$ cat src/rtl/ioctl_ram_arbiter_if.sv
`default_nettype none
// +--------------------------------------------------------------------------+
// | Module   : ioctl_ram_arbiter_if                                          |
// | Brief    : Download, CPU and RAM bus signals shared with the arbiter.    |
// | Revision : 1.0                                                           |
// +--------------------------------------------------------------------------+
interface ioctl_ram_arbiter_if #(
    parameter int AW = 24
);
    logic          ioctl_download;
    logic          ioctl_wr;
    logic [AW:0]   ioctl_addr;
    logic [15:0]   ioctl_dout;

    logic          cpu_req;
    logic          cpu_we;
    logic [AW:0]   cpu_addr;
    logic [7:0]    cpu_din;
    logic [7:0]    cpu_dout;
    logic          cpu_ack;

    logic          ram_req;
    logic          ram_we;
    logic [AW-1:0] ram_addr;
    logic [15:0]   ram_din;
    logic [1:0]    ram_be;
    logic [15:0]   ram_dout;
    logic          ram_ack;

    // Arbiter side.
    modport master (
        input  ioctl_download, ioctl_wr, ioctl_addr, ioctl_dout,
        input  cpu_req, cpu_we, cpu_addr, cpu_din,
        output cpu_dout, cpu_ack,
        output ram_req, ram_we, ram_addr, ram_din, ram_be,
        input  ram_dout, ram_ack
    );

    // Environment side: data_io, CPU core and RAM controller.
    modport slave (
        output ioctl_download, ioctl_wr, ioctl_addr, ioctl_dout,
        output cpu_req, cpu_we, cpu_addr, cpu_din,
        input  cpu_dout, cpu_ack,
        input  ram_req, ram_we, ram_addr, ram_din, ram_be,
        output ram_dout, ram_ack
    );
endinterface
`default_nettype wire

$ cat src/rtl/ioctl_ram_arbiter.sv
`default_nettype none
// +--------------------------------------------------------------------------+
// | Module   : ioctl_ram_arbiter                                             |
// | Brief    : Shares one 16-bit RAM port between CPU byte accesses and a    |
// |            FIFO-buffered ioctl download stream. Optional download        |
// |            checksum output enabled by IOCTL_ARB_CHECKSUM_EN.             |
// | Revision : 1.0                                                           |
// +--------------------------------------------------------------------------+
module ioctl_ram_arbiter #(
    parameter int AW         = 24,
    parameter int FIFO_DEPTH = 4
) (
    input  wire                 clk_sys,
    input  wire                 reset_n,
    ioctl_ram_arbiter_if.master bus,
    output logic                fifo_overflow,
    output logic                dl_done
`ifdef IOCTL_ARB_CHECKSUM_EN
    ,
    output logic [15:0]         dl_checksum
`endif
);

    localparam int PW = (FIFO_DEPTH > 1) ? $clog2(FIFO_DEPTH) : 1;
    localparam logic [PW:0]   c_cnt_full = (PW+1)'(FIFO_DEPTH);
    localparam logic [PW:0]   c_cnt_high = (PW+1)'(FIFO_DEPTH - 1);
    localparam logic [PW-1:0] c_ptr_one  = PW'(1);
    localparam logic [PW:0]   c_cnt_one  = (PW+1)'(1);

    typedef enum logic [1:0] {
        ST_IDLE    = 2'd0,
        ST_CPU_ACC = 2'd1,
        ST_DL_ACC  = 2'd2
    } state_t;

    state_t        state_q, state_d;
    logic          ram_req_q, ram_req_d;
    logic          ram_we_q, ram_we_d;
    logic [AW-1:0] ram_addr_q, ram_addr_d;
    logic [15:0]   ram_din_q, ram_din_d;
    logic [1:0]    ram_be_q, ram_be_d;
    logic          cpu_ack_q, cpu_ack_d;
    logic [7:0]    cpu_dout_q, cpu_dout_d;
    logic          last_dl_q, last_dl_d;
    logic          cpu_block_q, cpu_block_d;

    logic [PW-1:0] wr_ptr_q, wr_ptr_d;
    logic [PW-1:0] rd_ptr_q, rd_ptr_d;
    logic [PW:0]   count_q, count_d;
    logic [AW-1:0] fifo_addr_mem [FIFO_DEPTH];
    logic [15:0]   fifo_data_mem [FIFO_DEPTH];

    logic          download_q, download_d;
    logic          pend_done_q, pend_done_d;
    logic          overflow_q, overflow_d;

    logic          w_fifo_empty;
    logic          w_fifo_full;
    logic          w_push;
    logic          w_pop;
    logic          w_drop;
    logic          w_dl_rise;
    logic          w_dl_fall;
    logic          w_dl_done;
    logic          w_cpu_pend;
    logic          w_cpu_win;
    logic [AW-1:0] w_head_addr;
    logic [15:0]   w_head_data;
    logic          w_unused;

    assign w_unused = bus.ioctl_addr[0];

    // ------------------------------------------------------------------
    // Download FIFO
    // ------------------------------------------------------------------
    assign w_fifo_empty = (count_q == '0);
    assign w_fifo_full  = (count_q == c_cnt_full);
    assign w_pop        = (state_q == ST_DL_ACC) && bus.ram_ack;
    // A pop in the same cycle frees the slot, so a push at full still lands.
    assign w_push       = bus.ioctl_wr && (!w_fifo_full || w_pop);
    assign w_drop       = bus.ioctl_wr && w_fifo_full && !w_pop;
    assign w_head_addr  = fifo_addr_mem[rd_ptr_q];
    assign w_head_data  = fifo_data_mem[rd_ptr_q];

    always_comb begin
        wr_ptr_d = wr_ptr_q;
        rd_ptr_d = rd_ptr_q;
        count_d  = count_q;
        if (w_push) begin
            wr_ptr_d = wr_ptr_q + c_ptr_one;
        end
        if (w_pop) begin
            rd_ptr_d = rd_ptr_q + c_ptr_one;
        end
        if (w_push && !w_pop) begin
            count_d = count_q + c_cnt_one;
        end else if (w_pop && !w_push) begin
            count_d = count_q - c_cnt_one;
        end
    end

    always_ff @(posedge clk_sys) begin
        if (w_push) begin
            fifo_addr_mem[wr_ptr_q] <= bus.ioctl_addr[AW:1];
            fifo_data_mem[wr_ptr_q] <= bus.ioctl_dout;
        end
    end

    // ------------------------------------------------------------------
    // Arbitration FSM
    // ------------------------------------------------------------------
    assign w_cpu_pend = bus.cpu_req && !cpu_block_q;
    assign w_cpu_win  = w_cpu_pend &&
                        (w_fifo_empty || (last_dl_q && (count_q < c_cnt_high)));

    always_comb begin
        state_d     = state_q;
        ram_req_d   = ram_req_q;
        ram_we_d    = ram_we_q;
        ram_addr_d  = ram_addr_q;
        ram_din_d   = ram_din_q;
        ram_be_d    = ram_be_q;
        cpu_ack_d   = 1'b0;
        cpu_dout_d  = cpu_dout_q;
        last_dl_d   = last_dl_q;
        cpu_block_d = cpu_block_q;

        // The request being acked is still held high during cpu_ack.
        if (cpu_ack_q || !bus.cpu_req) begin
            cpu_block_d = 1'b0;
        end

        case (state_q)
            ST_IDLE: begin
                if (w_cpu_win) begin
                    state_d    = ST_CPU_ACC;
                    ram_req_d  = 1'b1;
                    ram_we_d   = bus.cpu_we;
                    ram_addr_d = bus.cpu_addr[AW:1];
                    ram_din_d  = {bus.cpu_din, bus.cpu_din};
                    if (bus.cpu_we) begin
                        ram_be_d = bus.cpu_addr[0] ? 2'b10 : 2'b01;
                    end else begin
                        ram_be_d = 2'b11;
                    end
                end else if (!w_fifo_empty) begin
                    state_d    = ST_DL_ACC;
                    ram_req_d  = 1'b1;
                    ram_we_d   = 1'b1;
                    ram_addr_d = w_head_addr;
                    ram_din_d  = w_head_data;
                    ram_be_d   = 2'b11;
                end
            end
            ST_CPU_ACC: begin
                if (bus.ram_ack) begin
                    state_d     = ST_IDLE;
                    ram_req_d   = 1'b0;
                    last_dl_d   = 1'b0;
                    cpu_ack_d   = 1'b1;
                    cpu_block_d = 1'b1;
                    if (!ram_we_q) begin
                        cpu_dout_d = bus.cpu_addr[0] ? bus.ram_dout[15:8]
                                                     : bus.ram_dout[7:0];
                    end
                end
            end
            ST_DL_ACC: begin
                if (bus.ram_ack) begin
                    state_d   = ST_IDLE;
                    ram_req_d = 1'b0;
                    last_dl_d = 1'b1;
                end
            end
            default: begin
                state_d   = ST_IDLE;
                ram_req_d = 1'b0;
            end
        endcase
    end

    // ------------------------------------------------------------------
    // Download completion and overflow tracking
    // ------------------------------------------------------------------
    assign w_dl_rise = bus.ioctl_download && !download_q;
    assign w_dl_fall = !bus.ioctl_download && download_q;
    assign w_dl_done = pend_done_q && w_fifo_empty && (state_q != ST_DL_ACC);

    always_comb begin
        download_d  = bus.ioctl_download;
        pend_done_d = pend_done_q;
        overflow_d  = overflow_q;
        if (w_dl_done) begin
            pend_done_d = 1'b0;
        end
        if (w_dl_fall) begin
            pend_done_d = 1'b1;
        end
        if (w_dl_rise) begin
            pend_done_d = 1'b0;
            overflow_d  = 1'b0;
        end
        if (w_drop) begin
            overflow_d = 1'b1;
        end
    end

`ifdef IOCTL_ARB_CHECKSUM_EN
    logic [15:0] checksum_q, checksum_d;

    always_comb begin
        checksum_d = checksum_q;
        if (w_dl_rise) begin
            checksum_d = 16'h0000;
        end else if (w_pop) begin
            checksum_d = checksum_q + w_head_data;
        end
    end

    always_ff @(posedge clk_sys or negedge reset_n) begin
        if (!reset_n) begin
            checksum_q <= 16'h0000;
        end else begin
            checksum_q <= checksum_d;
        end
    end

    assign dl_checksum = checksum_q;
`endif

    always_ff @(posedge clk_sys or negedge reset_n) begin
        if (!reset_n) begin
            state_q     <= ST_IDLE;
            ram_req_q   <= 1'b0;
            ram_we_q    <= 1'b0;
            ram_addr_q  <= '0;
            ram_din_q   <= 16'h0000;
            ram_be_q    <= 2'b00;
            cpu_ack_q   <= 1'b0;
            cpu_dout_q  <= 8'h00;
            last_dl_q   <= 1'b0;
            cpu_block_q <= 1'b0;
            wr_ptr_q    <= '0;
            rd_ptr_q    <= '0;
            count_q     <= '0;
            download_q  <= 1'b0;
            pend_done_q <= 1'b0;
            overflow_q  <= 1'b0;
        end else begin
            state_q     <= state_d;
            ram_req_q   <= ram_req_d;
            ram_we_q    <= ram_we_d;
            ram_addr_q  <= ram_addr_d;
            ram_din_q   <= ram_din_d;
            ram_be_q    <= ram_be_d;
            cpu_ack_q   <= cpu_ack_d;
            cpu_dout_q  <= cpu_dout_d;
            last_dl_q   <= last_dl_d;
            cpu_block_q <= cpu_block_d;
            wr_ptr_q    <= wr_ptr_d;
            rd_ptr_q    <= rd_ptr_d;
            count_q     <= count_d;
            download_q  <= download_d;
            pend_done_q <= pend_done_d;
            overflow_q  <= overflow_d;
        end
    end

    assign bus.ram_req   = ram_req_q;
    assign bus.ram_we    = ram_we_q;
    assign bus.ram_addr  = ram_addr_q;
    assign bus.ram_din   = ram_din_q;
    assign bus.ram_be    = ram_be_q;
    assign bus.cpu_ack   = cpu_ack_q;
    assign bus.cpu_dout  = cpu_dout_q;
    assign fifo_overflow = overflow_q;
    assign dl_done       = w_dl_done;

endmodule
`default_nettype wire

$ cat src/flat_wrapper.sv
// flat-port wrapper written by rule: the top's interface ports become plain ports
module ioctl_ram_arbiter_flat 
#(
    parameter int AW         = 24,
    parameter int FIFO_DEPTH = 4
)
  (clk_sys, reset_n, fifo_overflow, dl_done, bus_ioctl_download, bus_ioctl_wr, bus_ioctl_addr, bus_ioctl_dout, bus_cpu_req, bus_cpu_we, bus_cpu_addr, bus_cpu_din, bus_cpu_dout, bus_cpu_ack, bus_ram_req, bus_ram_we, bus_ram_addr, bus_ram_din, bus_ram_be, bus_ram_dout, bus_ram_ack);
  ioctl_ram_arbiter_if #(.AW(AW)) bus_i ();
  input  wire clk_sys;
  input  wire reset_n;
  output logic fifo_overflow;
  output logic dl_done;
  input wire logic [$bits(bus_i.ioctl_download)-1:0] bus_ioctl_download;
  input wire logic [$bits(bus_i.ioctl_wr)-1:0] bus_ioctl_wr;
  input wire logic [$bits(bus_i.ioctl_addr)-1:0] bus_ioctl_addr;
  input wire logic [$bits(bus_i.ioctl_dout)-1:0] bus_ioctl_dout;
  input wire logic [$bits(bus_i.cpu_req)-1:0] bus_cpu_req;
  input wire logic [$bits(bus_i.cpu_we)-1:0] bus_cpu_we;
  input wire logic [$bits(bus_i.cpu_addr)-1:0] bus_cpu_addr;
  input wire logic [$bits(bus_i.cpu_din)-1:0] bus_cpu_din;
  output wire logic [$bits(bus_i.cpu_dout)-1:0] bus_cpu_dout;
  output wire logic [$bits(bus_i.cpu_ack)-1:0] bus_cpu_ack;
  output wire logic [$bits(bus_i.ram_req)-1:0] bus_ram_req;
  output wire logic [$bits(bus_i.ram_we)-1:0] bus_ram_we;
  output wire logic [$bits(bus_i.ram_addr)-1:0] bus_ram_addr;
  output wire logic [$bits(bus_i.ram_din)-1:0] bus_ram_din;
  output wire logic [$bits(bus_i.ram_be)-1:0] bus_ram_be;
  input wire logic [$bits(bus_i.ram_dout)-1:0] bus_ram_dout;
  input wire logic [$bits(bus_i.ram_ack)-1:0] bus_ram_ack;
  assign bus_i.ioctl_download = bus_ioctl_download;
  assign bus_i.ioctl_wr = bus_ioctl_wr;
  assign bus_i.ioctl_addr = bus_ioctl_addr;
  assign bus_i.ioctl_dout = bus_ioctl_dout;
  assign bus_i.cpu_req = bus_cpu_req;
  assign bus_i.cpu_we = bus_cpu_we;
  assign bus_i.cpu_addr = bus_cpu_addr;
  assign bus_i.cpu_din = bus_cpu_din;
  assign bus_cpu_dout = bus_i.cpu_dout;
  assign bus_cpu_ack = bus_i.cpu_ack;
  assign bus_ram_req = bus_i.ram_req;
  assign bus_ram_we = bus_i.ram_we;
  assign bus_ram_addr = bus_i.ram_addr;
  assign bus_ram_din = bus_i.ram_din;
  assign bus_ram_be = bus_i.ram_be;
  assign bus_i.ram_dout = bus_ram_dout;
  assign bus_i.ram_ack = bus_ram_ack;
  ioctl_ram_arbiter #(.AW(AW), .FIFO_DEPTH(FIFO_DEPTH)) u_core (.clk_sys(clk_sys), .reset_n(reset_n), .bus(bus_i), .fifo_overflow(fifo_overflow), .dl_done(dl_done));
endmodule
$ cat config.mk
export PLATFORM = sky130hd
export DESIGN_NAME = ioctl_ram_arbiter_flat
export DESIGN_NICKNAME = d
export VERILOG_FILES = /design/src/rtl/ioctl_ram_arbiter_if.sv /design/src/rtl/ioctl_ram_arbiter.sv /design/src/flat_wrapper.sv
export SDC_FILE = /design/constraint.sdc
export NUM_CORES = 1
export LEC_CHECK = 0
export ABC_CLOCK_PERIOD_IN_PS = 5410
export CAP_MARGIN = 20
export CORE_ASPECT_RATIO = 1.1
export CORE_MARGIN = 8
export CORE_UTILIZATION = 57
export DETAILED_ROUTE_END_ITERATION = 6
export PLACE_DENSITY = 0.81
export SLEW_MARGIN = 20
export SYNTH_ARGS = -nofsm -noshare
export SYNTH_HDL_FRONTEND = slang
export SYNTH_SLANG_ARGS = --single-unit
$ cat constraint.sdc
create_clock -name clk_sys -period 5.41 [get_ports clk_sys]
set_input_delay 1.082 -clock clk_sys [delete_from_list [all_inputs] [get_ports clk_sys]]
set_output_delay 1.082 -clock clk_sys [all_outputs]
set_load 0.02 [all_outputs]
==> results of run 1 <==
stage by stage:
| stage | total power [mW] | worst slack (ns) | std cells |
|---|---|---|---|
| finish | 6.72 | 2.10 | 919 |
| floorplan | 4.34 | 2.35 | 562 |
| global placement | 5.09 | 1.70 | 877 |
| global route | 7.07 | 2.00 | 919 |
| detailed placement | 5.22 | 1.64 | 877 |
| CTS | 6.77 | 2.10 | 917 |
flip-flops by register name, indices dropped and copies added, names as in the netlist, 2 cells and up:
signal / count
u_core.fifo_addr_mem: 96
u_core.fifo_data_mem: 64
u_core.bus.ram_addr: 24
u_core.bus.ram_din: 16
u_core.bus.cpu_dout: 8
u_core.count_q: 3
u_core.bus.ram_be: 2
u_core.rd_ptr_q: 2
u_core.state_q: 2
u_core.wr_ptr_q: 2
synthesized netlist by cell type:
cell type    n  area share, %
mux2_2       1           0.12
a22o_1       1          0.096
a21boi_2     1           0.12
inv_1       14           0.58
o21ai_0     52            2.9
a21bo_1      1           0.11
maj3_2       2           0.25
a21oi_1     27            1.5
nand2b_1     2           0.14
nor3_1       1          0.055
or2_1        1          0.069
edfxtp_1   160             53
fa_1         1           0.22
nor2_2       2           0.14
nor2b_1      1          0.069
dfrtp_1     67             18
nand3_1     10           0.55
and2_1       4           0.27
o21ai_1      1          0.055
or2_2        1          0.069
nor2_1      46            1.9
clkbuf_2     3           0.16
buf_4        6           0.49
o41ai_1      1          0.096
mux2i_1      8           0.88
mux4_2      40            9.9
buf_2       14           0.77
buf_6        9            1.1
a31oi_1     43            3.0
xnor2_1      4           0.38
o22ai_1      1          0.069
a41oi_1      1          0.096
ha_1        10            1.4
nor3_4       1           0.18
clkbuf_1     7           0.29
nand4_1      1          0.069
xor2_1       2           0.19
nand2_1     14           0.58
o22a_1       1          0.096
logic make-up after synthesis:
| kind of cell | after synthesis | synth area share [%] |
|---|---|---|
| AOI/OAI and AO/OA | 130 | 8.04 |
| xor gates and xnor gates | 6 | 0.577 |
| adders and majority gates | 13 | 1.84 |
| buffers and inverters | 53 | 3.41 |
| DFF | 227 | 71.2 |
| muxes | 49 | 10.9 |
| and+or+nand+nor | 84 | 4.08 |
report_power, final:
group	internal, mW	switching [mW]	leakage, nW
clock network	0.910	0.604	0.364
logic	1.09	1.45	1.44
registers	2.38	0.282	2.24
final cells by class:
cell class,instances,area (um2),share of cell area (%)
clock inverters,6,58.8,0.516
well taps,200,250,2.20
inverters,14,52.6,0.461
multi-input cells,282,2330,20.5
repair buffers,154,1530,13.4
clock buffers,34,677,5.94
diodes,2,5.00,0.0439
flip-flops and latches,227,6480,56.9
worst reg2reg max path, stage by stage, from the launching register on:
cell and delay, ns:
dfrtp_1 0.41, inv_1 0.10, ha_1 0.21, nand2_1 0.15, a31oi_1 0.67, ha_1 0.32
inv_1 0.07, fa_1 0.43, xor2_1 0.17, nor2_1 0.11, xor2_1 0.15
layer usage:
layer | part of all wire, % | vias to the layer above | GRT usage (%)
li1 | - | 2448 | -
met1 | 39 | 2849 | 26.0
met2 | 52 | 230 | 36.0
met3 | 6.4 | 42 | 3.78
met4 | 3.0 | 0 | 7.70
met5 | 0 | - | 0
how the worst max path moves through the flow:
stage | slack [ns] | to | cells after the start | start
after floorplan | 2.35 | u_core.fifo_addr_mem[0][0]$_DFFE_PP_ | 3 | bus_ram_ack
after global placement | 1.70 | u_core.fifo_addr_mem[3][1]$_DFFE_PP_ | 4 | bus_ram_ack
after detailed placement | 1.64 | u_core.fifo_addr_mem[2][1]$_DFFE_PP_ | 4 | bus_ram_ack
after CTS | 2.10 | u_core.fifo_data_mem[2][15]$_DFFE_PP_ | 4 | bus_ram_ack
after global routing | 2.00 | u_core.count_q[2]$_DFFE_PN0P_ | 9 | bus_ram_ack
final | 2.10 | dl_done | 4 | u_core.count_q[2]$_DFFE_PN0P_
==> results.yml, run 1 <==
yosys:
  ys_ff_latch: 227
  synthesis.nets: 670
  seq_area_frac_synth_pct: 71.2
  ys_types: 39
  ys_warn_count: 0
  synth_cells: 562
  syn_avg_cell_area_um2: 16.2
  synthesis.area_um2: 9110
final_layout:
  design_area_um2: 11400
  nNetsFinal: 809
  drive_gt1_share_pct: 12.8
  fill_cells: 939
  final_cell_mix: "edfxtp_1 (160), clkdlybuf4s50_1 (149), dfrtp_1 (65)"
  fin_util_pct: 72.7
  area_delta_synth_final_pct: 25.1
  final_common_cell: "edfxtp_1"
die:
  fp.dieArea_um2: 20300
  die_w_um: 137
  core_area_um2: 15700
  dieHeight_um: 149
  ios: 152
  initial_utilization_pct: 58.1
  std_cell_rows: 48
route:
  drt_iter0_drc: 451
  ant_nets: 0
  routed_wirelength_mm: 21.1
  post-route-drc-count: 0
  vias_per_cell: 6.06
  wire_per_inst_um: 23.0
  drt_pass1_iterations: 6
  vias: 5569
critical_path:
  max_stage_delay_ns: 0.63
  crit_path_cell_trace: "nor3_4, nand2b_1, nor2_1, clkdlybuf4s50_1"
  path_class: "reg -> out"
  r2r_setup_slack_ns: 2.55
  cp-start-kind: "flop"
  cp.arrival_ns: 2.22
  r2r-start: "u_core.state_q[0]$_DFFE_PN0P_"
  required_ns: 4.33
  cp_max_fo: 7
  r2r_end: "u_core.count_q[2]$_DFFE_PN0P_"
  worstRegToRegCells: 10
  cpLargestDelayFamily: "buffers and inverters"
  slowest_stage: "clkdlybuf4s50_1"
  end_kind: "output pin"
  crit_buf_inv: 1
cts:
  cts_setup_buffers: 0
  htreeDepth: 1
  cts_root_buf: "clkbuf_16"
  cts_sinks: 227
  cts_resized: 0
  numCtsBuffers: 22
  path_clk_slew_ns: 0.06
  cts_hold_buf: 0
  cts_tree: "built"
  cts.path.max_buffers: 3
  clock_latency_ns: 0.49
placed_design:
  place.gp.congestion: 0.816
  portBuffers: 150
  placed_area_um2: 10600
  hpwl_mm: 13.2
global_routing:
  antenna_found_initial: 2
  grt_pass1_wl_mm: 33.1
  grt_max_degree: 68
  grt_pass1_vias: 5911
  grt_overflow: 0
  grtUsageTotal_pct: 21.0
timing:
  worst_hold_slack_ns: 0.483
  finalCritPeriodShare_pct: 61.1
  setup_viol: 0
  relSlewSlack_pct: 29.9
  timing.fmax_mhz: 302
  fin_crit_ns: 3.31
  tightestPinTransition_ns: 1.05
  totalNegativeSetupSlack_ns: 0
  fin_skew_ns: 0.0104
  hold_viol: 0
  maxSlewViolCount: 0
  rsz0062_at_grt: "no"
power_and_ir_drop:
  p_leak_nw: 4.04
  peakVddDrop_mv: 0.325
  powerDensity_nw_per_um2: 590
worst_hold_path:
  hp-class: "reg -> reg"
  hold_start: "u_core.bus.cpu_dout[3]$_DFFE_PN0P_"
  whs_path_depth: 2
  min_delay_worst_endpoint: "u_core.bus.cpu_dout[3]$_DFFE_PN0P_"
status:
  outcome: "finished clean"
flow_run:
  drv_cap: 0
Power figures use the tool's default switching activity.
==> inputs of run 2 (changes only) <==
ABC_CLOCK_PERIOD_IN_PS = 2700   (was 5410)
CORE_UTILIZATION = 48   (was 57)
PLACE_DENSITY = 0.72   (was 0.81)
clock period = 2.7 ns   (was 5.41 ns; I/O delays follow)
==> results.yml, run 2 (synthesis results as in run 1) <==
status:
  outcome: "finished clean"
route:
  drt_pass1_iterations: 5
  vias: 5552
  wire_per_inst_um: 21.7
  ant_nets: 0
  post-route-drc-count: 0
  drt_iter0_drc: 312
  vias_per_cell: 5.65
  routed_wirelength_mm: 21.3
global_routing:
  grt_max_degree: 68
  grtUsageTotal_pct: 17.9
  top_usage_layer: "met2"
  grt_pass1_vias: 6113
  grt_overflow: 0
  use_met2_pct: 30.6
  grtUsageMet3_pct: 4.98
  antenna_found_initial: 3
  use_met1_pct: 21.4
  grt_pass1_wl_mm: 33.5
die:
  core_area_um2: 18800
  ios: 152
  fp.dieArea_um2: 23600
  dieHeight_um: 160
  std_cell_rows: 53
  die_w_um: 147
  initial_utilization_pct: 48.4
final_layout:
  drive_gt1_share_pct: 15.4
  area_delta_synth_final_pct: 28.5
  fill_cells: 1375
  area.sequential_um2: 6480
  multi_input_area_um2: 2330
  top_register: "u_core.fifo_addr_mem"
  final_common_cell: "edfxtp_1"
  design_area_um2: 11700
  largest_register_ffs: 96
  nNetsFinal: 826
  final_cell_mix: "edfxtp_1 (160), clkdlybuf4s50_1 (148), dfrtp_1 (65)"
timing:
  finalCritPeriodShare_pct: 84.1
  fin_crit_ns: 2.27
  hold_viol: 0
  rsz0062_at_grt: "no"
  timing.fmax_mhz: 440
  relSlewSlack_pct: 34.3
  maxSlewViolCount: 0
  setup_viol: 0
  totalNegativeSetupSlack_ns: 0
  fin_skew_ns: 0.00805
  tightestPinTransition_ns: 0.985
placed_design:
  placed_area_um2: 10900
  hpwl_mm: 13.7
  place.gp.congestion: 0.777
  portBuffers: 150
cts:
  numCtsBuffers: 23
  cts_sinks: 227
  clock_latency_ns: 0.50
  cts_tree: "built"
  cts_root_buf: "clkbuf_16"
  cts_hold_buf: 0
  path_clk_slew_ns: 0.06
  cts.path.max_buffers: 3
  htreeDepth: 1
critical_path:
  path_class: "reg -> reg"
  required_ns: 3.11
  cp_max_fo: 4
  cp-start-kind: "flop"
  end_kind: "flop"
  r2r_setup_slack_ns: 0.43
  cp.arrival_ns: 2.69
flow_run:
  drv_cap: 0
power_and_ir_drop:
  p_leak_nw: 4.19
  peakVddDrop_mv: 0.695
  powerDensity_nw_per_um2: 1190
worst_hold_path:
  hp-class: "in -> async"
## run 2: cell types whose count changed in the layout (fill, tap and decap cells not counted), sizes merged
cell           delta
dlymetal6s2s      +1
inv               +1
bufinv            +1
diode             -1
clkbuf            -3
clkdlybuf4s50     -1
clkinv            +1
clkinvlp          +1
buf              +16
## run 2: per-stage QoR
stage / hold slack, ns / power (mW) / setup WS, ns / cells / util (%)
after floorplan: 0.244 / 8.69 / 0.0783 / 562 / -
after global placement: 0.463 / 10.5 / 0.135 / 939 / 57.9
after detailed placement: 0.471 / 10.7 / 0.0900 / 939 / 57.9
after CTS: 0.214 / 14.0 / 0.0436 / 981 / 62.1
after global routing: 0.250 / 14.6 / 0.220 / 982 / 62.2
final: 0.186 / 13.9 / 0.430 / 982 / 62.2
## run 2: final cells by class
| class | instances | area share, % |
|---|---|---|
| Sequential cell | 227 | 55.4 |
| Clock inverter | 10 | 0.973 |
| Timing Repair Buffer | 170 | 14.9 |
| Multi-Input combinational cell | 282 | 19.9 |
| Inverter | 14 | 0.449 |
| Antenna cell | 1 | 0.0214 |
| Tap cell | 247 | 2.64 |
| Clock buffer | 31 | 5.79 |
## run 2: timing repair
item,4_1_cts,5_1_grt
cloned,0,0
endpoints found under the hold margin,0,0
pin swaps,1,0
buffers inserted,1,0
endpoints found under the setup margin,1,1
resized for setup,0,1
## run 2: final timing paths
path,from,to,depth (start not counted)
max,u_core.state_q[0]$_DFFE_PN0P_,u_core.count_q[2]$_DFFE_PN0P_,10
min,reset_n,u_core.bus.ram_addr[9]$_DFFE_PN0P_,1
min in group clk_sys,u_core.bus.cpu_dout[5]$_DFFE_PN0P_,u_core.bus.cpu_dout[5]$_DFFE_PN0P_,2
max reg2reg,u_core.state_q[0]$_DFFE_PN0P_,u_core.count_q[2]$_DFFE_PN0P_,10
min reg2reg,u_core.bus.cpu_dout[5]$_DFFE_PN0P_,u_core.bus.cpu_dout[5]$_DFFE_PN0P_,2
max in group asynchronous,reset_n,u_core.rd_ptr_q[1]$_DFFE_PN0N_,1
## run 2: where the power goes
group	leakage, nW	internal (mW)	total (mW)	switching, mW
Sequential	2.24	4.77	5.18	0.409
Combinational	1.56	2.36	5.46	3.10
Clock	0.390	1.97	3.25	1.28
## run 2: critical path, stage by stage (launching register included)
cell and delay [ns]:
dfrtp_1 0.42, inv_1 0.10, ha_1 0.19, nand2_1 0.08, a31oi_1 0.22, ha_1 0.22, inv_1 0.07, fa_1 0.43
xor2_1 0.17, nor2_1 0.11, xor2_1 0.17
## run 2: routing by layer
layer | vias up | wire length, um
met5 | - | 22
met3 | 46 | 1670
met1 | 2818 | 8420
li1 | 2468 | -
met4 | 4 | 643
met2 | 216 | 10600
==> inputs of run 3 (changes only) <==
ABC_CLOCK_PERIOD_IN_PS = 2250   (was 2700)
CORE_UTILIZATION = 53   (was 48)
PLACE_DENSITY = 0.76   (was 0.72)
clock period = 2.25 ns   (was 2.7 ns; I/O delays follow)
==> results.yml, run 3 (synthesis results as in run 1) <==
placed_design:
  hpwl_mm: 14.5
  dp_cells: 938
  place.gp.congestion: 0.814
  portBuffers: 150
timing:
  relSlewSlack_pct: 39.8
  setup_viol: 0
  tightestPinTransition_ns: 0.903
  hold_viol: 0
  fin_skew_ns: 0.0153
  maxSlewViolCount: 0
  timing.fmax_mhz: 464
  rsz0062_at_grt: "no"
  worst_hold_slack_ns: 0.0798
  totalNegativeSetupSlack_ns: 0
  fin_crit_ns: 2.16
  finalCritPeriodShare_pct: 95.8
critical_path:
  cpLargestDelayFamily: "flip-flops"
  crit_buf_inv: 2
  crit_path_cell_trace: "inv_1, ha_2, nand2b_1, nor2_1, clkdlybuf4s15_2"
  cp_max_fo: 3
  required_ns: 1.80
  critPathLaunch: "u_core.state_q[0]$_DFFE_PN0P_"
  slowest_stage: "dfrtp_1"
  end_kind: "output pin"
  path_class: "reg -> out"
  cp.arrival_ns: 1.71
  max_stage_delay_ns: 0.37
  cp-start-kind: "flop"
  r2r-start: "u_core.state_q[0]$_DFFE_PN0P_"
route:
  ant_nets: 0
  routed_wirelength_mm: 21.4
  wire_per_inst_um: 21.7
  vias_per_cell: 5.71
  vias: 5621
  drt_iter0_drc: 429
  drt_pass1_iterations: 5
  post-route-drc-count: 0
final_layout:
  area_delta_synth_final_pct: 30.6
  final_common_cell: "edfxtp_1"
  top_register: "u_core.fifo_addr_mem"
  fin_util_pct: 70.2
  nNetsFinal: 839
  finalNonFillerCells: 984
  final_cell_mix: "edfxtp_1 (160), clkdlybuf4s50_1 (148), dfrtp_1 (65)"
  drive_gt1_share_pct: 17.2
  largest_register_ffs: 96
cts:
  cts_hold_buf: 0
  clock_latency_ns: 0.51
  htreeDepth: 1
  cts_tree: "built"
  path_clk_slew_ns: 0.07
  cts_sinks: 227
  cts.path.max_buffers: 3
  cts_root_buf: "clkbuf_16"
  numCtsBuffers: 23
die:
  die_w_um: 141
  fp.dieArea_um2: 21600
  std_cell_rows: 50
  initial_utilization_pct: 53.7
  ios: 152
  dieHeight_um: 153
  core_area_um2: 17000
global_routing:
  grt_max_degree: 68
  antenna_found_initial: 2
  grt_pass1_wl_mm: 33.7
  grt_overflow: 0
  grtUsageTotal_pct: 19.9
  grt_pass1_vias: 6101
power_and_ir_drop:
  finalPower_mw: 16.9
  powerDensity_nw_per_um2: 1420
  p_leak_nw: 4.26
  peakVddDrop_mv: 0.739
worst_hold_path:
  hp-class: "in -> async"
status:
  outcome: "finished clean"
flow_run:
  drv_cap: 0
[run 3: changes by cell type in the layout (fill, tap and decap cells not counted), moves of 2 or more]
cell / previous run / this run
clkinv_1: 0 / 2
clkbuf_16: 25 / 23
buf_12: 7 / 15
buf_4: 14 / 19
ha_1: 10 / 8
[run 3: stage by stage]
| step | worst slack [ns] | instance area, um2 |
|---|---|---|
| 3_5_place_dp | -0.255 | 11100 |
| 4_1_cts | 0.0380 | 11900 |
| 5_1_grt | 0.00508 | 11900 |
| 2_1_floorplan | 0.0599 | 9130 |
| 6_report | 0.0942 | 11900 |
| 3_3_place_gp | -0.197 | 11100 |
[run 3: worst reg2reg max path, delay by kind of cell (launching register included)]
| family | cells | cell delay [ns] |
|---|---|---|
| adders and majority gates | 3 | 0.79 |
| buffers and inverters | 2 | 0.14 |
| AOI/OAI and AO/OA | 1 | 0.20 |
| xor gates and xnor gates | 2 | 0.33 |
| DFF | 1 | 0.39 |
| and+or+nand+nor | 2 | 0.21 |
[run 3: area by class of cell]
class	instances	area (um2)
Antenna cell	2	5.00
Clock inverter	13	149
Tap cell	234	293
Inverter	14	52.6
Sequential cell	227	6480
Fill cell	1077	5050
Timing Repair Buffer	183	1940
Clock buffer	29	622
Multi-Input combinational cell	282	2360
[run 3: repair_timing]
item / 4_1_cts / 5_1_grt
gates cloned: 0 / 0
pin swaps: 0 / 1
endpoints found under the setup margin: 2 / 2
setup buffers: 1 / 1
resized for setup: 3 / 3
[run 3: final timing paths]
kind / end / slack [ns] / cells after the start
max: dl_done / 0.09 / 5
min: u_core.fifo_overflow$_DFFE_PN0P_ / 0.08 / 1
max reg2reg: u_core.count_q[2]$_DFFE_PN0P_ / 0.12 / 10
min reg2reg: u_core.cpu_block_q$_DFF_PN0_ / 0.47 / 1
max in group asynchronous: u_core.rd_ptr_q[0]$_DFFE_PN0N_ / 1.54 / 1
min in group clk_sys: u_core.cpu_block_q$_DFF_PN0_ / 0.47 / 1
[run 3: power by group]
part / switching, mW / internal, mW / leakage [nW]
sequential: 0.586 / 5.72 / 2.24
clock: 1.54 / 2.31 / 0.381
combinational: 3.67 / 3.10 / 1.63
total: 5.79 / 11.1 / 4.26
[run 3: layer usage]
layer / GRT usage [%] / part of all wire [%] / wire, um
met1: 23.7 / 39 / 8340
met2: 35.5 / 54 / 11500
met3: 3.61 / 5.6 / 1190
met4: 6.35 / 1.6 / 350
met5: 0 / 0 / 0
==> patch: new RTL, config.mk and constraints of run 1 <==
`AW` is set to 24 in 3 places; all go to 48.
--- a/src/rtl/ioctl_ram_arbiter_if.sv
+++ b/src/rtl/ioctl_ram_arbiter_if.sv
@@ -7,3 +7,3 @@
 interface ioctl_ram_arbiter_if #(
-    parameter int AW = 24
+    parameter int AW = 48
 );
--- a/src/rtl/ioctl_ram_arbiter.sv
+++ b/src/rtl/ioctl_ram_arbiter.sv
@@ -9,3 +9,3 @@
 module ioctl_ram_arbiter #(
-    parameter int AW         = 24,
+    parameter int AW         = 48,
     parameter int FIFO_DEPTH = 4
--- a/src/flat_wrapper.sv
+++ b/src/flat_wrapper.sv
@@ -3,3 +3,3 @@
 #(
-    parameter int AW         = 24,
+    parameter int AW         = 48,
     parameter int FIFO_DEPTH = 4
Ports: changed (resized bus_cpu_addr, bus_ioctl_addr and bus_ram_addr); port bits go from 152 to 224. The function was not compared with the original's and may differ.
==> patch against run 1 <==
Final area is 51% higher; setup slack worse by 0.052 ns; area after synthesis up 51%; power is 53% higher; synthesized cell count increased by 46%; wire length grew 52%; sequential cell count up 120; largest cell class unchanged; sequential share of layout area grew 1.1 points; highest routed layer is now met5.
==> patch: results (changes against run 1) <==
| Metric | Value |
|---|---|
| Peak supply drop | 439 µV (was 325 µV) |
| H-tree Lvls | 2 (was 1) |
| Top area cells in the synthesized netlist | edfxtp_1 (56%), dfrtp_1 (17%), mux4_2 (10%) (was edfxtp_1 (53%), dfrtp_1 (18%), mux4_2 (9.9%)) |
| RR Endpoint | u_core.fifo_addr_mem[3][39] (was u_core.count_q[2]) |
| Met1 GRT Util | 0.275 (was 0.260) |
| Hpwl dp | 19000 µm (was 13200 µm) |
| Post-synthesis compound-gate area fraction | 0.0819 (was 0.0804) |
| 1st-iter DRT viols | 585 (was 451) |
| Worst Skew | 0.0173 ns (was 0.0104 ns) |
| Run status | finished clean (unchanged) |
| GPL Wtd Cong | 0.790 (was 0.816) |
| Post-Synth Adder-Cell Area | 0.0122 (was 0.0184) |
| CTS Buf Count | 35 (was 22) |
| First-pass GRT wire length | 49500 µm (was 33100 µm) |
| Synth Instances | 823 (was 562) |
| Psw | 3.61 mW (was 2.34 mW) |
| Multi-input combinational cell area | 0.00337 mm² (was 0.00233 mm²) |
| Ys async rst share | 0.262 (was 0.295) |
| XOR/XNOR share of the synthesized area | 0.00382 (was 0.00577) |
| Max stage delay on crit path | 0.61 ns (was 0.63 ns) |
| Detail Route met3 WL | 2090 µm (was 1350 µm) |
| Seq/Total Area, Yosys | 0.725 (was 0.712) |
| 1st-pass router iterations | 5 (was 6) |
| Fill count | 1448 (was 939) |
| Highest metal used | met5 (was met4) |
| Layout cells sized above 1 | 0.136 (was 0.128) |
| Max Clock Freq | 298 MHz (was 302 MHz) |
| Clk Latency, worst-skew pair | 0.51 ns (was 0.49 ns) |
| Rel. slew slack | 0.303 (was 0.299) |
| Met2 usage | 0.378 (was 0.360) |
| Placement Setup Slack | 1.56 ns (was 1.64 ns) |
| Worst Hold End | u_core.bus.cpu_dout[1] (was u_core.bus.cpu_dout[3]) |
| Grt met3 use | 0.0480 (was 0.0378) |
| Largest net degree at the start of global routing | 67 (was 68) |
| WHS | 0.481 ns (was 0.483 ns) |
| Post-synth top cells | edfxtp_1 (256), dfrtp_1 (91), nor2_1 (72) (was edfxtp_1 (160), dfrtp_1 (67), o21ai_0 (52)) |
| Syn_nets | 979 (was 670) |
| Net count, final | 1186 (was 809) |
| Critical path data arrival time | 2.28 ns (was 2.22 ns) |
| Post-synthesis mux area share | 0.111 (was 0.109) |
| Overall routing resource usage | 0.220 (was 0.210) |
| Wl on met1 | 12700 µm (was 8180 µm) |
| Max reg flops | 192 (was 96) |
| Post-Layout Cell Count | 1361 (was 919) |
| Placed Area | 0.0160 mm² (was 0.0106 mm²) |
| PortBufs | 222 (was 150) |
==> patch: cell types whose count changed after synthesis, moves of 7 or more <==
cell	delta
buf_2	+9
clkbuf_1	+7
buf_6	+7
edfxtp_1	+96
dfrtp_1	+24
a31oi_1	+24
o21ai_0	+13
a21oi_1	+24
o21ai_1	+11
mux4_2	+24
nor2_1	+26
==> patch: worst min-delay path, delay by kind of cell, from the launching register on <==
family | cells | cell delay [ns]
AND/OR/NAND/NOR | 1 | 0.04
flip-flops | 1 | 0.34
AO/OA/AOI/OAI | 1 | 0.06
==> patch: cell families (layout without fill, tap and decap cells) <==
group / Yosys count / in the layout
flip-flops: 347 / 347
AO/OA/AOI/OAI: 202 / 202
AND/OR/NAND/NOR: 108 / 108
buffers and inverters: 74 / 306
multiplexers: 73 / 73
adder cells (fa/ha/maj): 13 / 13
XOR/XNOR: 6 / 6
other: 0 / 1
==> patch: power groups by stage <==
| stage | clock (mW) | combinational (mW) | sequential [mW] |
|---|---|---|---|
| 2_1_floorplan | 0 | 2.37 | 4.27 |
| 3_3_place_gp | 0 | 3.66 | 4.18 |
| 3_5_place_dp | 0 | 3.76 | 4.21 |
| 4_1_cts | 2.38 | 3.79 | 4.17 |
| 5_1_grt | 2.49 | 4.15 | 4.18 |
| 6_report | 2.36 | 3.85 | 4.09 |
==> patch: layout make-up <==
class | count | area share
timing repair buffer | 230 | 0.134
clock inverter | 18 | 0.00968
tap | 305 | 0.0222
inverter | 14 | 0.00306
multi-input combinational | 402 | 0.196
antenna | 1 | 0.000146
clock buffer | 44 | 0.0552
sequential | 347 | 0.580
